**src/rtl/agc_loop_ctrl.sv**
```systemverilog
`default_nettype none
// ============================================================================
// Module  : agc_loop_ctrl
// Brief   : Closed-loop AGC controller. Gathers per-window abs/gt/lt
//           statistics and drives scale/offset updates into the AGC DSP.
// Revision: 1.0 - initial release
// ============================================================================
module agc_loop_ctrl #(
  parameter int WINDOW_LOG2    = 10,
  parameter int ABS_BITS       = 4,
  parameter int TARGET_ABS_SUM = 3276,
  parameter int SCALE_INIT     = 4096,
  parameter int SCALE_MIN      = 256,
  parameter int SCALE_MAX      = 131071,
  parameter int SCALE_SHIFT    = 4,
  parameter int OFFSET_SHIFT   = 2
) (
  input  logic                clk_i,
  input  logic                rst_i,
  input  logic                en_i,
  input  logic                freeze_i,
  input  logic [ABS_BITS-1:0] abs_i,
  input  logic                gt_i,
  input  logic                lt_i,
  output logic [16:0]         scale_o,
  output logic [15:0]         offset_o,
  output logic                ce_scale_o,
  output logic                ce_offset_o,
  output logic                apply_o,
  output logic                done_o
);

  localparam int SUM_W = ABS_BITS + WINDOW_LOG2;
  localparam int CNT_W = WINDOW_LOG2 + 1;
  localparam logic signed [31:0] C_TARGET = TARGET_ABS_SUM;
  localparam logic signed [31:0] C_SMIN   = SCALE_MIN;
  localparam logic signed [31:0] C_SMAX   = SCALE_MAX;
  localparam logic [16:0]        C_SINIT  = SCALE_INIT;

  typedef enum logic [1:0] {
    ST_ACCUM   = 2'd0,
    ST_COMPUTE = 2'd1,
    ST_LOAD    = 2'd2,
    ST_APPLY   = 2'd3
  } state_t;

  state_t state_q, state_d;

  logic [SUM_W-1:0]       abs_sum_q, abs_sum_d, snap_abs_q, snap_abs_d;
  logic [CNT_W-1:0]       gt_cnt_q, gt_cnt_d, lt_cnt_q, lt_cnt_d;
  logic [CNT_W-1:0]       snap_gt_q, snap_gt_d, snap_lt_q, snap_lt_d;
  logic [WINDOW_LOG2-1:0] win_cnt_q, win_cnt_d;
  logic [16:0]            scale_q, scale_d;
  logic [15:0]            offset_q, offset_d;
  logic                   ce_q, ce_d, apply_q, apply_d, done_q, done_d;

  logic                   w_terminal;
  logic signed [31:0]     w_err, w_s, w_d, w_o;

  assign w_terminal = en_i && (win_cnt_q == '1);

  // Statistics run independently of the FSM so no sample is ever lost.
  always_comb begin
    abs_sum_d  = abs_sum_q;
    gt_cnt_d   = gt_cnt_q;
    lt_cnt_d   = lt_cnt_q;
    win_cnt_d  = win_cnt_q;
    snap_abs_d = snap_abs_q;
    snap_gt_d  = snap_gt_q;
    snap_lt_d  = snap_lt_q;
    if (en_i) begin
      win_cnt_d = win_cnt_q + WINDOW_LOG2'(1);
      if (w_terminal) begin
        snap_abs_d = abs_sum_q + SUM_W'(abs_i);
        snap_gt_d  = gt_cnt_q + CNT_W'(gt_i);
        snap_lt_d  = lt_cnt_q + CNT_W'(lt_i);
        abs_sum_d  = '0;
        gt_cnt_d   = '0;
        lt_cnt_d   = '0;
      end else begin
        abs_sum_d = abs_sum_q + SUM_W'(abs_i);
        gt_cnt_d  = gt_cnt_q + CNT_W'(gt_i);
        lt_cnt_d  = lt_cnt_q + CNT_W'(lt_i);
      end
    end
  end

  always_comb begin
    state_d = state_q;
    case (state_q)
      ST_ACCUM:   if (w_terminal) state_d = ST_COMPUTE;
      ST_COMPUTE: state_d = ST_LOAD;
      ST_LOAD:    state_d = ST_APPLY;
      ST_APPLY:   state_d = ST_ACCUM;
      default:    state_d = ST_ACCUM;
    endcase
  end

  always_comb begin
    done_d  = w_terminal;
    ce_d    = (state_q == ST_COMPUTE) && !freeze_i;
    apply_d = ce_q;

    w_err = C_TARGET - $signed({{(32-SUM_W){1'b0}}, snap_abs_q});
    w_s   = $signed({15'd0, scale_q}) + (w_err >>> SCALE_SHIFT);
    w_d   = $signed({{(32-CNT_W){1'b0}}, snap_gt_q})
          - $signed({{(32-CNT_W){1'b0}}, snap_lt_q});
    w_o   = $signed({{16{offset_q[15]}}, offset_q}) - (w_d >>> OFFSET_SHIFT);

    scale_d  = scale_q;
    offset_d = offset_q;
    if (ce_d) begin
      if (w_s < C_SMIN)      scale_d = C_SMIN[16:0];
      else if (w_s > C_SMAX) scale_d = C_SMAX[16:0];
      else                   scale_d = 17'(w_s);

      if (w_o > 32'sd32767)       offset_d = 16'h7FFF;
      else if (w_o < -32'sd32768) offset_d = 16'h8000;
      else                        offset_d = 16'(w_o);
    end
  end

  always_ff @(posedge clk_i or posedge rst_i) begin
    if (rst_i) begin
      state_q    <= ST_ACCUM;
      abs_sum_q  <= '0;
      gt_cnt_q   <= '0;
      lt_cnt_q   <= '0;
      win_cnt_q  <= '0;
      snap_abs_q <= '0;
      snap_gt_q  <= '0;
      snap_lt_q  <= '0;
      scale_q    <= C_SINIT;
      offset_q   <= '0;
      ce_q       <= 1'b0;
      apply_q    <= 1'b0;
      done_q     <= 1'b0;
    end else begin
      state_q    <= state_d;
      abs_sum_q  <= abs_sum_d;
      gt_cnt_q   <= gt_cnt_d;
      lt_cnt_q   <= lt_cnt_d;
      win_cnt_q  <= win_cnt_d;
      snap_abs_q <= snap_abs_d;
      snap_gt_q  <= snap_gt_d;
      snap_lt_q  <= snap_lt_d;
      scale_q    <= scale_d;
      offset_q   <= offset_d;
      ce_q       <= ce_d;
      apply_q    <= apply_d;
      done_q     <= done_d;
    end
  end

  assign scale_o     = scale_q;
  assign offset_o    = offset_q;
  assign ce_scale_o  = ce_q;
  assign ce_offset_o = ce_q;
  assign apply_o     = apply_q;
  assign done_o      = done_q;

endmodule
`default_nettype wire

```
**config.mk**
```make
export PLATFORM = sky130hd
export DESIGN_NAME = agc_loop_ctrl
export DESIGN_NICKNAME = d
export VERILOG_FILES = /design/src/rtl/agc_loop_ctrl.sv
export SDC_FILE = /design/constraint.sdc
export NUM_CORES = 1
export LEC_CHECK = 0
export CELL_PAD_IN_SITES_DETAIL_PLACEMENT = 1
export CELL_PAD_IN_SITES_GLOBAL_PLACEMENT = 1
export CORE_MARGIN = 2
export CORE_UTILIZATION = 50
export DETAILED_ROUTE_END_ITERATION = 8
export GPL_TIMING_DRIVEN = 0
export PLACE_DENSITY_LB_ADDON = 0.25
export SLEW_MARGIN = 10
export SYNTH_ARGS = -nofsm -noshare
export SYNTH_HDL_FRONTEND = slang
export SYNTH_SLANG_ARGS = --single-unit
```
**constraint.sdc**
```tcl
create_clock -name clk_i -period 8 [get_ports clk_i]
set_input_delay 1.6 -clock clk_i [delete_from_list [all_inputs] [get_ports clk_i]]
set_output_delay 1.6 -clock clk_i [all_outputs]
set_load 0.02 [all_outputs]
```
==> metrics <==
YS warnings=0; final hold vios=0; Critical Path AT=5.50 ns; clk_skew=0.009736 ns; flop2flop setup slack=2.78 ns; R2R depth=17; critical path's slowest cell=o21ai_1; fill count=1790; layout cells sized above 1=5.803%; Final period util=65.31%; CP Max Fanout=10; hold path startpoint=ce_offset_o; synth-to-layout area growth=17.66%; Chip Height=129.6 um; Peak VDD IR=0.1512 mV; via count=6892; worst path required time=8.28 ns; Slew HR=48.98%; GRT Residual Overflow=0; Sink Count=120; Total Routing Usage GR=27.49%; Synth Net Count=957; Max Root-Sink Buffers=2; first-pass GRT wire length=36600 um; vias in the first global route=7367; nets=1023; die area=16790 sq um; WHS Path Cells=0; Cell Area, Placed=8643 sq um; Tightest Hold Check Type=flip-flop to flip-flop; Horiz. Die Dim=129.6 um; DR WL/cell=18.11 um; Clock Latency Late Sink=0.43 ns; CTS clock-pin slew for the worst setup and hold paths=0.06 ns; sequential share of the synthesized area=38.09%; CTS root buf=clkbuf_16; DRT Wirelength=21300 um; area of the core=15310 sq um; final slew viol count=0; critical path's top delay family=compound AO/OA/AOI/OAI gates; status=finished, final reports clean; Max Cap Viol=0; Async SR Flop Fraction=100.0%; WP buf/inv=2; Antenna Nets Post-Route=0; DRT Pass-1 Iters=5; pin count of the biggest net entering global routing=64; initial antenna violation count=0; Crit Path Class=flip-flop to flip-flop; worst slew pin tran=0.7459 ns; Final HPWL DP=15030 um; Synth Flop Type=dfrtp_1; GPL Wtd Cong=0.8411; RSZ-0062 raised after global routing=false; Syn Area/Cell=8.901 sq um; H-tree levels=4; Worst setup SP type=flip-flop; row cnt=45; CTS tree=yes; Period minus WS final=5.225 ns; Critical Path Source=snap_gt_q[1]; Port Buffers=46; Netlist Area Pre-Place=7886 sq um; Initial DRC Count=315; Cells after Synth=886; Netlist cell types=70; Seq cells post-synth=120; Pwr Total=1.770 mW; Levels on crit path=17; number of post-CTS setup repair buffers=0; setup TNS=0 ns; Leak=4.362 nW; fin area=9279 sq um; # DRC=0; CP peak stage delay=0.64 ns; crit end category=flip-flop; Post-synth EDFFs=0; hold buffers post-CTS=0; PwrDens=190.7 nW/um^2; Starting Density=51.50%; TritonCTS buffer count=17; fmax=191.4 MHz; DR vias/cell=5.861; Final setup viols=0; worst r2r src=snap_gt_q[1]; Resized Gates After CTS=0; # diodes=0; crit-path cells=ha_1 -> a21o_1 -> a21oi_1 -> o21bai_1 -> a21oi_1 -> o211ai_1 -> a31oi_1 -> o21bai_1 -> ha_1 -> inv_1 -> o21ai_0 -> a2111oi_0 -> a211oi_1 -> o311a_1 -> clkbuf_1 -> o21ai_1 -> o21ai_0; number of I/O pins=47
flip-flops by register name, indices dropped and copies added, names as in the netlist:
register	count
ce_offset_o	1
lt_cnt_q	11
abs_sum_q	14
snap_gt_q	11
scale_o	17
done_o	1
gt_cnt_q	11
snap_abs_q	14
state_q	2
offset_o	16
snap_lt_q	11
apply_o	1
win_cnt_q	10
worst register-to-register path, delay by kind of cell, from the launching register on:
kind                     cells  cell delay, ns
AO/OA/AOI/OAI               13            3.46
adder cells (fa/ha/maj)      2            0.77
buffers and inverters        2            0.44
flip-flops                   1            0.38
metrics by stage:
| stage | worst slack, ns | hold WS (ns) | cells | utilization, % |
|---|---|---|---|---|
| 6_report | 2.775 | 0.4306 | 1176 | 60.59 |
| 5_1_grt | 2.218 | 0.4362 | 1176 | 60.59 |
| 4_1_cts | 2.789 | 0.4362 | 1176 | 60.59 |
| 3_5_place_dp | 2.835 | 0.4242 | 1144 | 56.44 |
| 3_3_place_gp | 1.259 | 0.3891 | 1143 | 56.23 |
| 2_1_floorplan | 3.216 | 0.4370 | 886 | - |
final timing paths:
| path | to |
|---|---|
| max | offset_o[4] |
| min | apply_o |
| max reg2reg | offset_o[4] |
| min reg2reg | apply_o |
| max in group asynchronous | lt_cnt_q[9] |
| min in group asynchronous | offset_o[11] |
synthesized netlist by cell type, drive strengths merged, types with 4 or more instances:
cell type,instances,area [sq um]
ha,58,725.7
o2bb2ai,9,78.83
inv,39,146.4
nor2,37,138.9
or3,6,37.54
nor2b,10,62.56
buf,5,37.54
nand2,137,514.2
a21o,18,135.1
nand2b,16,100.1
xor2,26,227.7
o21a,12,90.09
clkbuf,26,97.59
a22o,10,87.58
a311oi,5,67.57
a31oi,4,25.02
and3,21,131.4
or2,6,37.54
o22ai,6,37.54
a21oi,39,195.2
mux2,4,45.04
dfrtp,119,2978
nand3,16,80.08
nor3,13,65.06
a211oi,8,60.06
o211ai,5,37.54
a21boi,4,30.03
o21ai,120,604.3
xnor2,45,412.9
and2,5,31.28
final cells by class:
class                      instances  area, sq um  area share, %
multi-input combinational        696         4601          49.58
sequential                       120         3004          32.38
timing repair buffer              47        488.0          5.259
clock buffer                      18        439.2          4.733
tap                              211        264.0          2.845
clock inverter                    14        196.4          2.117
inverter                          39        151.4          1.632
buffer                            31        135.1          1.456
cells by family after synthesis:
kind of cell | after synthesis | synth area share [%]
AO/OA/AOI/OAI | 271 | 22.21
buffers and inverters | 70 | 3.570
flip-flops | 120 | 38.09
XOR/XNOR | 71 | 8.123
adder cells (fa/ha/maj) | 63 | 10.22
AND/OR/NAND/NOR | 284 | 16.83
multiplexers | 7 | 0.9519
placed cells by master, fill, tap and decap left out, types with 4 or more instances in the layout:
cell type / synthesis / routed
o21a_1: 12 / 12
nand2_1: 137 / 137
a21oi_1: 39 / 39
o22ai_1: 6 / 6
clkbuf_1: 26 / 26
bufinv_16: 0 / 4
a31oi_1: 4 / 4
mux2_2: 4 / 4
dfrtp_1: 119 / 119
o2bb2ai_1: 9 / 9
a21o_1: 18 / 18
a211oi_1: 8 / 8
a22o_1: 10 / 10
clkdlybuf4s50_1: 0 / 46
or2_2: 5 / 5
a21boi_0: 4 / 4
and3_1: 21 / 21
nand3_1: 16 / 16
ha_1: 58 / 58
and2_1: 4 / 4
nor2_1: 37 / 37
xnor2_1: 44 / 44
o211ai_1: 5 / 5
or3_1: 6 / 6
nand2b_1: 16 / 16
xor2_1: 26 / 26
inv_6: 0 / 4
o21ai_1: 6 / 6
nor3_1: 13 / 13
inv_1: 38 / 37
clkbuf_16: 0 / 17
o21ai_0: 113 / 113
nor2b_1: 10 / 10
layer usage:
| layer | routed length, um | track usage [%] |
|---|---|---|
| met1 | 9892 | 35.40 |
| met2 | 10260 | 45.33 |
| met3 | 689 | 5.574 |
| met4 | 454 | 11.51 |
| met5 | 0 | 0 |
power by group:
part	switching, mW	internal [mW]
combinational	0.116	0.0933
sequential	0.0629	0.663
clock	0.303	0.531
Power figures use the tool's default switching activity.
